==> src/rtl/mult_pkg.sv <==
// mult_pkg: shared widths and types for the multiplier result path.
package mult_pkg;
  localparam int PROD_W = 16;
  localparam int ACC_W_DEF = 24;
  localparam int CNT_W_DEF = 8;
  typedef logic signed [PROD_W-1:0] product_t;
endpackage

==> src/rtl/mult_accum_collector_if.sv <==
// mult_accum_collector_if: one-entry valid/ready result bus {product, running sum, count}.
interface mult_accum_collector_if
  import mult_pkg::*;
#(
  parameter int ACC_W = ACC_W_DEF,
  parameter int CNT_W = CNT_W_DEF
);
  logic res_valid;
  logic res_ready;
  product_t res_product;
  logic signed [ACC_W-1:0] res_sum;
  logic [CNT_W-1:0] res_count;
  modport master(output res_valid, res_product, res_sum, res_count, input res_ready);
  modport slave(input res_valid, res_product, res_sum, res_count, output res_ready);
endinterface

==> src/rtl/mult_accum_collector_sat_add.sv <==
// sat_add: signed accumulator + product adder with overflow flag.
// MULT_ACCUM_SAT_EN defined clamps the sum to the signed range; otherwise it wraps.
module sat_add
  import mult_pkg::*;
#(
  parameter int ACC_W = ACC_W_DEF
) (
  input  logic signed [ACC_W-1:0] acc,
  input  product_t                addend,
  output logic signed [ACC_W-1:0] sum,
  output logic                    ovf
);
  logic [ACC_W:0] full;
  // One guard bit: overflow whenever it disagrees with the sign bit.
  assign full = {acc[ACC_W-1], acc} + {{(ACC_W+1-PROD_W){addend[PROD_W-1]}}, addend};
  assign ovf = full[ACC_W] ^ full[ACC_W-1];
`ifdef MULT_ACCUM_SAT_EN
  assign sum = ovf ? {full[ACC_W], {(ACC_W-1){~full[ACC_W]}}} : full[ACC_W-1:0];
`else
  assign sum = full[ACC_W-1:0];
`endif
endmodule

==> src/rtl/mult_accum_collector.sv <==
// mult_accum_collector: captures each multiplier completion, accumulates it and buffers the result.
// Saturating accumulation is selected with MULT_ACCUM_SAT_EN.
module mult_accum_collector
  import mult_pkg::*;
#(
  parameter int ACC_W = ACC_W_DEF,
  parameter int CNT_W = CNT_W_DEF
) (
  input  logic                         clk,
  input  logic                         reset,
  input  logic                         clear,
  input  logic                         done,
  input  product_t                     product,
  mult_accum_collector_if.master       res_if,
  output logic                         overflow,
  output logic                         dropped
);
  logic done_q, cap, free, accept, ovf;
  logic signed [ACC_W-1:0] acc, sum;
  logic [CNT_W-1:0] count;
  assign cap = done & ~done_q;
  assign free = ~res_if.res_valid | res_if.res_ready;
  assign accept = cap & free & ~clear;
  sat_add #(.ACC_W(ACC_W)) u_add (.acc(acc), .addend(product), .sum(sum), .ovf(ovf));
  // done_q resets high so a done already asserted at release is not seen as a new edge.
  always_ff @(posedge clk or negedge reset) begin
    if (!reset) begin
      done_q <= 1'b1;
      acc <= '0;
      count <= '0;
      overflow <= 1'b0;
      dropped <= 1'b0;
      res_if.res_valid <= 1'b0;
      res_if.res_product <= '0;
      res_if.res_sum <= '0;
      res_if.res_count <= '0;
    end else begin
      done_q <= done;
      if (clear) begin
        acc <= '0;
        count <= '0;
        overflow <= 1'b0;
        dropped <= 1'b0;
        res_if.res_valid <= 1'b0;
      end else if (accept) begin
        acc <= sum;
        count <= count + 1'b1;
        overflow <= overflow | ovf;
        res_if.res_valid <= 1'b1;
        res_if.res_product <= product;
        res_if.res_sum <= sum;
        res_if.res_count <= count + 1'b1;
      end else begin
        if (res_if.res_valid & res_if.res_ready) res_if.res_valid <= 1'b0;
        if (cap) dropped <= 1'b1;
      end
    end
  end
endmodule
==> src/flat_wrapper.sv <==
// flat-port wrapper written by rule: the top's interface ports become plain ports
module mult_accum_collector_flat import mult_pkg::*;
#(
  parameter int ACC_W = ACC_W_DEF,
  parameter int CNT_W = CNT_W_DEF
)
  (clk, reset, clear, done, product, overflow, dropped, res_if_res_valid, res_if_res_product, res_if_res_sum, res_if_res_count, res_if_res_ready);
  mult_accum_collector_if #(.ACC_W(ACC_W), .CNT_W(CNT_W)) res_if_i ();
  input  logic clk;
  input  logic reset;
  input  logic clear;
  input  logic done;
  input  product_t product;
  output logic overflow;
  output logic dropped;
  output wire logic [$bits(res_if_i.res_valid)-1:0] res_if_res_valid;
  output wire logic [$bits(res_if_i.res_product)-1:0] res_if_res_product;
  output wire logic [$bits(res_if_i.res_sum)-1:0] res_if_res_sum;
  output wire logic [$bits(res_if_i.res_count)-1:0] res_if_res_count;
  input wire logic [$bits(res_if_i.res_ready)-1:0] res_if_res_ready;
  assign res_if_res_valid = res_if_i.res_valid;
  assign res_if_res_product = res_if_i.res_product;
  assign res_if_res_sum = res_if_i.res_sum;
  assign res_if_res_count = res_if_i.res_count;
  assign res_if_i.res_ready = res_if_res_ready;
  mult_accum_collector #(.ACC_W(ACC_W), .CNT_W(CNT_W)) u_core (.clk(clk), .reset(reset), .clear(clear), .done(done), .product(product), .res_if(res_if_i), .overflow(overflow), .dropped(dropped));
endmodule
==> config.mk <==
export PLATFORM = sky130hd
export DESIGN_NAME = mult_accum_collector_flat
export DESIGN_NICKNAME = d
export VERILOG_FILES = /design/src/rtl/mult_pkg.sv /design/src/rtl/mult_accum_collector_if.sv /design/src/rtl/mult_accum_collector_sat_add.sv /design/src/rtl/mult_accum_collector.sv /design/src/flat_wrapper.sv
export SDC_FILE = /design/constraint.sdc
export NUM_CORES = 1
export LEC_CHECK = 0
export BUFFER_PORTS_ARGS = -buffer_cell sky130_fd_sc_hd__buf_2
export CORE_ASPECT_RATIO = 0.8
export CORE_MARGIN = 2
export CORE_UTILIZATION = 57
export CTS_BUF_LIST = sky130_fd_sc_hd__clkbuf_16
export CTS_CLUSTER_SIZE = 8
export DETAILED_ROUTE_END_ITERATION = 8
export PLACE_DENSITY = 0.76
export SETUP_SLACK_MARGIN = 0.4
export SLEW_MARGIN = 20
export SYNTH_ARGS = -nofsm -noshare
export SYNTH_HDL_FRONTEND = slang
export SYNTH_SLANG_ARGS = --single-unit
==> constraint.sdc <==
create_clock -name clk -period 3.19 [get_ports clk]
set_input_delay 0.4785 -clock clk [delete_from_list [all_inputs] [get_ports clk]]
set_output_delay 0.4785 -clock clk [all_outputs]
set_load 0.03 [all_outputs]
## Word-level counts from Yosys, hierarchy flattened

Cells that the tools add are included.

| word-level totals | value |
|---|---|
| register bits | 84 |
| latch bits | 0 |
| RAM bits | 0 |
| ROM bits | 0 |
| input port bits | 21 |
| output and inout bits | 51 |
| logic and storage cells | 39 |
| memories kept | 0 |

| cells by class | value |
|---|---|
| $add $sub $neg | 2 |
| multiply operators | 0 |
| divide/modulo/power cells | 0 |
| $lt $le $gt $ge | 0 |
| eq/ne operators | 1 |
| shift-type cells | 0 |
| multiplexer cells | 12 |
| bitwise operators | 10 |
| reductions and logical operators | 5 |

Operator list:

| operator | number |
|---|---|
| $mux 24 | 2 |
| $add 24x16->25 | 1 |
| $mux 8 | 2 |
| $add 8x1->8 const B | 1 |
| $mux 1 | 8 |
| $and 1x1->1 | 4 |
| $reduce_and 2->1 | 2 |
| $reduce_bool 2->1 | 2 |
| $not 1->1 | 3 |
| $reduce_bool 3->1 | 1 |
| $ne 2x2->1 const B | 1 |
| $or 1x1->1 | 2 |
| $xor 1x1->1 | 1 |

## Logic depth before layout (Yosys ltp)

| depth | value |
|---|---|
| depth in word-level cells | 6 |
| gate-level depth with buffers | 10 |
| gate-level depth less buffers | 10 |

## By module

Synthesis repeated with hierarchy kept, for this count alone.

| second synthesis, totals | value |
|---|---|
| cell total of the unflattened synthesis | 464 |
| area total of the unflattened synthesis | 4459.3 um^2 |

By module, submodules not included:

| module | instances | cells each | area each (um^2) | seq. area each (um^2) |
|---|---|---|---|---|
| mult_accum_collector | 1 | 313 | 3300.7 | 2103.3 |
| sat_add | 1 | 151 | 1158.6 | 0.0 |

## Least setup slack after synthesis

No wires, ideal clock.

| timing path | value |
|---|---|
| path kind | input to register |
| start | input product[0] |
| end | register u_core.res_if.res_sum[12] |
| setup time | 0.125 ns |
| arrival | 2.391 ns |
| data required time | 3.065 ns |
| setup slack | 0.675 ns |
| stages | 10 |
| path buffers | 0 |
| path through | ha_1 -> inv_1 -> fa_1 -> nand2b_1 -> a211oi_1 -> nor2_1 -> o21ai_1 -> a31oi_1 -> xnor2_1 -> mux2_2 |

| on the way | value |
|---|---|
| longest elaborated chain between the ends | 1 |

Ends and longest elaborated chain:

| element | line | text |
|---|---|---|
| from (decl) | flat_wrapper.sv:13 | `input product_t product;` |
| $add 24x16->25 | mult_accum_collector_sat_add.sv:15 | `assign full = {acc[ACC_W-1], acc} + {{(ACC_W+1-PROD_W){addend[PROD_W-1]}}, addend};` |
| to (signal assigned) | mult_accum_collector.sv:51 | `res_if.res_sum <= sum;` |
| to (decl) | mult_accum_collector_if.sv:13 | `modport master(output res_valid, res_product, res_sum, res_count, input res_ready);` |

No other way between the ends.
A chain may end at the register's enable or synchronous reset.

## Worst setup path after layout

| timing path | value |
|---|---|
| start | register u_core.acc[0] |
| end | register u_core.res_if.res_sum[12] |

| on the way | value |
|---|---|
| longest elaborated chain between the ends | 1 |

Ends and longest elaborated chain:

| element | line | text |
|---|---|---|
| from (decl) | mult_accum_collector.sv:19 | `logic signed [ACC_W-1:0] acc, sum;` |
| from (signal assigned) | mult_accum_collector.sv:46 | `acc <= sum;` |
| $add 24x16->25 | mult_accum_collector_sat_add.sv:15 |  |

No other way between the ends.

==> flow_summary_export.csv <==
group,metric,value,unit
synth,synth_cell_types,49,
drt,drc,0,
clock_tree,cts.repair_timing.setup_buffer_count,0,
setup_path,crit_start,"u_core.acc[0]",
clock_tree,numCtsBuffers,9,
drt,post_drt_via_cell_ratio,5.48,
layout,antenna_cells_inserted,0,
sta,finalMaxSlewViolations,0,
setup_path,cp_data_required_time,3.41,ns
floorplan,std_cell_rows,29,
status,status,"complete, no violations",
placement,hpwl_reported_at_the_end_of_detailed_placement,7.32,mm
synth,synth.yosys.warnings,0,
grt,grt_pass1_vias,3743,
layout,final_cells,689,
sta,worst_slew_margin_rel,0.319,
sta,min_period,2.61,ns
drt,wl_per_cell,15.1,µm
floorplan,die_outline_area,8720,µm²
synth,synth.cell_area,4550,µm²
synth,synthArstFlopShare,1.00,
clock_tree,clockBufferDepth,2,
setup_path,crit_arrival,2.83,ns
synth,synth_flop_cell,"sky130_fd_sc_hd__dfrtp_1",
drt,drt_first_pass_iters,4,
grt,grt_pass1_wl,17.7,mm
layout,drive_gt1_frac,0.193,
floorplan,initial_core_util,0.581,
grt,track_usage,0.252,
clock_tree,clock-root-buffer,"sky130_fd_sc_hd__clkbuf_16",
clock_tree,clock-sinks,84,
setup_path,worst_setup_path_class,"register to register",
synth,synth_enable_flop_cells,0,
floorplan,floorplan.core_area,7840,µm²
floorplan,fp.dieW,104,µm
placement,place.gp.congestion,0.915,
synth,synth_nets,557,
synth,synth_seq_cells,84,
setup_path,reg2reg_from,"u_core.acc[0]",
clock_tree,htree_num_levels,3,
synth,synthesized_area_per_cell,8.92,µm²
grt,largest_net_degree_at_the_start_of_global_routing,85,
drt,drt.antenna.violating_nets,0,
clock_tree,cts_hold_repair.buffers,0,
drt,wirelength,10.4,mm
setup_path,cp_slowest_stage_delay,0.40,ns
setup_path,worstSetupEndpointType,"register",
drt,detailedRoute.firstIterationViolations,185,
sta,tightestPinTransition,1.02,ns
clock_tree,clk_pin_slew,0.06,ns
setup_path,timing.critical_path.cells,"ha_1, inv_1, fa_1, nand2b_1, a211oi_4, nor2_1, o21ai_2, a31oi_1, xnor2_1, mux2_2",
placement,placed_cells,674,
setup_path,crit_slowest_cell,"sky130_fd_sc_hd__fa_1",
floorplan,design.portCount,72,
floorplan,dieHeight,83.9,µm
sta,timing_hold_violations_final,0,
grt,initial_antenna_violation_count,0,
grt,globalRouteOverflowTotal,0,
synth,seq_area_frac_synth,0.462,
power_and_ir_drop,peakVddDrop,0.000376,V
sta,unrepaired_setup_endpoints_after_global_routing,"false",
placement,buffer_ports.inserted,71,
sta,period_share,0.819,
layout,ff_latch_area,2100,µm²
layout,filler_cell_count,659,
sta,clock_skew,0.00528,ns
sta,final-setup-viol-count,0,
clock_tree,clkLatencyLatePin,0.33,ns
sta,final.setup.tns,0,ns
power_and_ir_drop,total_power_density_per_cell_area,595,nW/µm²
sta,achievable-frequency,383,MHz
layout,multi_input_area,2350,µm²
drt,num_vias,3776,
power_and_ir_drop,totalPowerFinal,3.17,mW
job,cap_viol_max_count,0,
clock_tree,cts_tree,"yes",
power_and_ir_drop,reported_leakage_power,2.70,nW
synth,synthCells,510,
setup_path,worst_setup_path_start_kind,"register",
layout,layout.nets,624,
layout,flow.area_growth_from_synthesis,17.0,%
setup_path,crit_fanout,3,
hold_path,min-delay-path-class,"primary input to async pin",
## per-layer routing
layer,up-vias,GRT usage,share of wire
met5,-,0,0
met2,92,0.416,0.47
met4,0,0.0725,0.012
met3,10,0.0640,0.054
li1,1876,-,-
met1,1798,0.332,0.46
## cell usage in the layout (no fill, tap or decap), types with 7 or more instances in the layout
cell type / synthesis / layout
sky130_fd_sc_hd__nor2_1: 35 / 34
sky130_fd_sc_hd__inv_1: 7 / 9
sky130_fd_sc_hd__nand3_1: 9 / 9
sky130_fd_sc_hd__nand2_1: 139 / 139
sky130_fd_sc_hd__ha_1: 25 / 25
sky130_fd_sc_hd__buf_2: 3 / 70
sky130_fd_sc_hd__xnor2_1: 19 / 19
sky130_fd_sc_hd__clkbuf_16: 0 / 9
sky130_fd_sc_hd__nand3b_1: 7 / 7
sky130_fd_sc_hd__buf_4: 0 / 7
sky130_fd_sc_hd__xor2_1: 14 / 14
sky130_fd_sc_hd__a211oi_1: 9 / 8
sky130_fd_sc_hd__dfrtp_1: 83 / 83
sky130_fd_sc_hd__a21oi_1: 33 / 33
sky130_fd_sc_hd__o21ai_0: 36 / 36
sky130_fd_sc_hd__a21o_1: 9 / 9
## worst max-delay path: cells and delay by family, from the launching register on
kind	cells	cell delay [ns]
XOR/XNOR	1	0.17
buffers and inverters	1	0.07
AND/OR/NAND/NOR	2	0.37
adder cells (fa/ha/maj)	2	0.59
multiplexers	1	0.28
AO/OA/AOI/OAI	3	0.68
flip-flops	1	0.35
## what timing repair did
item                                    CTS  global route
resized for setup                         1             2
endpoints found under the setup margin    4             5
pin swaps                                 0             1
## metrics by stage
| stage | util | hold slack [ns] | instance area [µm²] | setup WS (ns) |
|---|---|---|---|---|
| after global placement | 0.641 | 0.447 | 5020 | 0.199 |
| after CTS | 0.678 | 0.201 | 5310 | 0.438 |
| after global routing | 0.679 | 0.218 | 5330 | 0.418 |
| after floorplan | - | 0.183 | 4550 | 0.675 |
| final | 0.679 | 0.171 | 5330 | 0.578 |
| after detailed placement | 0.641 | 0.457 | 5020 | 0.0768 |
## state kept, by name, indices dropped and copies added (netlist names)
register,cells
u_core.res_if.res_product,16
u_core.res_if.res_count,8
u_core.dropped,1
u_core.count,8
u_core.res_if.res_sum,24
u_core.done_q,1
u_core.acc,24
u_core.res_if.res_valid,1
u_core.overflow,1
## report_power, final
part	total (mW)	internal [mW]	switching (mW)
sequential	1.29	1.21	0.0813
combinational	0.880	0.278	0.601
clock	0.994	0.596	0.398
total	3.17	2.09	1.08
## Yosys cell counts (all sizes together), types with 9 or more instances
library cell  number  area, µm²
nand2            139        522
dfrtp             83       2080
o21ai             40        208
nor2              35        131
a21oi             34        174
ha                25        313
xnor2             19        166
clkbuf            18       68.8
xor2              14        123
nand3             10       55.1
a211oi             9       67.6
a21o               9       67.6
## final timing paths
kind                       cells past startpoint                       endpoint  slack (ns)
min reg2reg                                    2      u_core.res_if.res_sum[13]        0.47
min                                            2  u_core.res_if.res_product[12]        0.17
max reg2reg                                   10      u_core.res_if.res_sum[12]        0.58
min in group clk                               1                  u_core.done_q        0.26
max in group asynchronous                      2                  u_core.done_q        2.65
max                                           10      u_core.res_if.res_sum[12]        0.58
## layout make-up
cell class / instances / area share
Multi-Input combinational cell: 397 / 0.442
Clock inverter: 6 / 0.0110
Tap cell: 108 / 0.0254
Timing Repair Buffer: 78 / 0.0794
Clock buffer: 9 / 0.0423
Inverter: 7 / 0.00493
Sequential cell: 84 / 0.395
## kinds of logic (layout without fill, tap and decap cells)
| logic type | after synthesis | after routing | share of synthesized area |
|---|---|---|---|
| simple gates | 218 | 218 | 0.208 |
| compound gates | 115 | 115 | 0.156 |
| flops | 84 | 84 | 0.462 |
| xor+xnor | 33 | 33 | 0.0635 |
| buf+inv | 29 | 100 | 0.0250 |
| fa+ha+maj | 26 | 26 | 0.0731 |
| mux | 5 | 5 | 0.0121 |
Note: power is estimated with default switching activity, not from simulation.
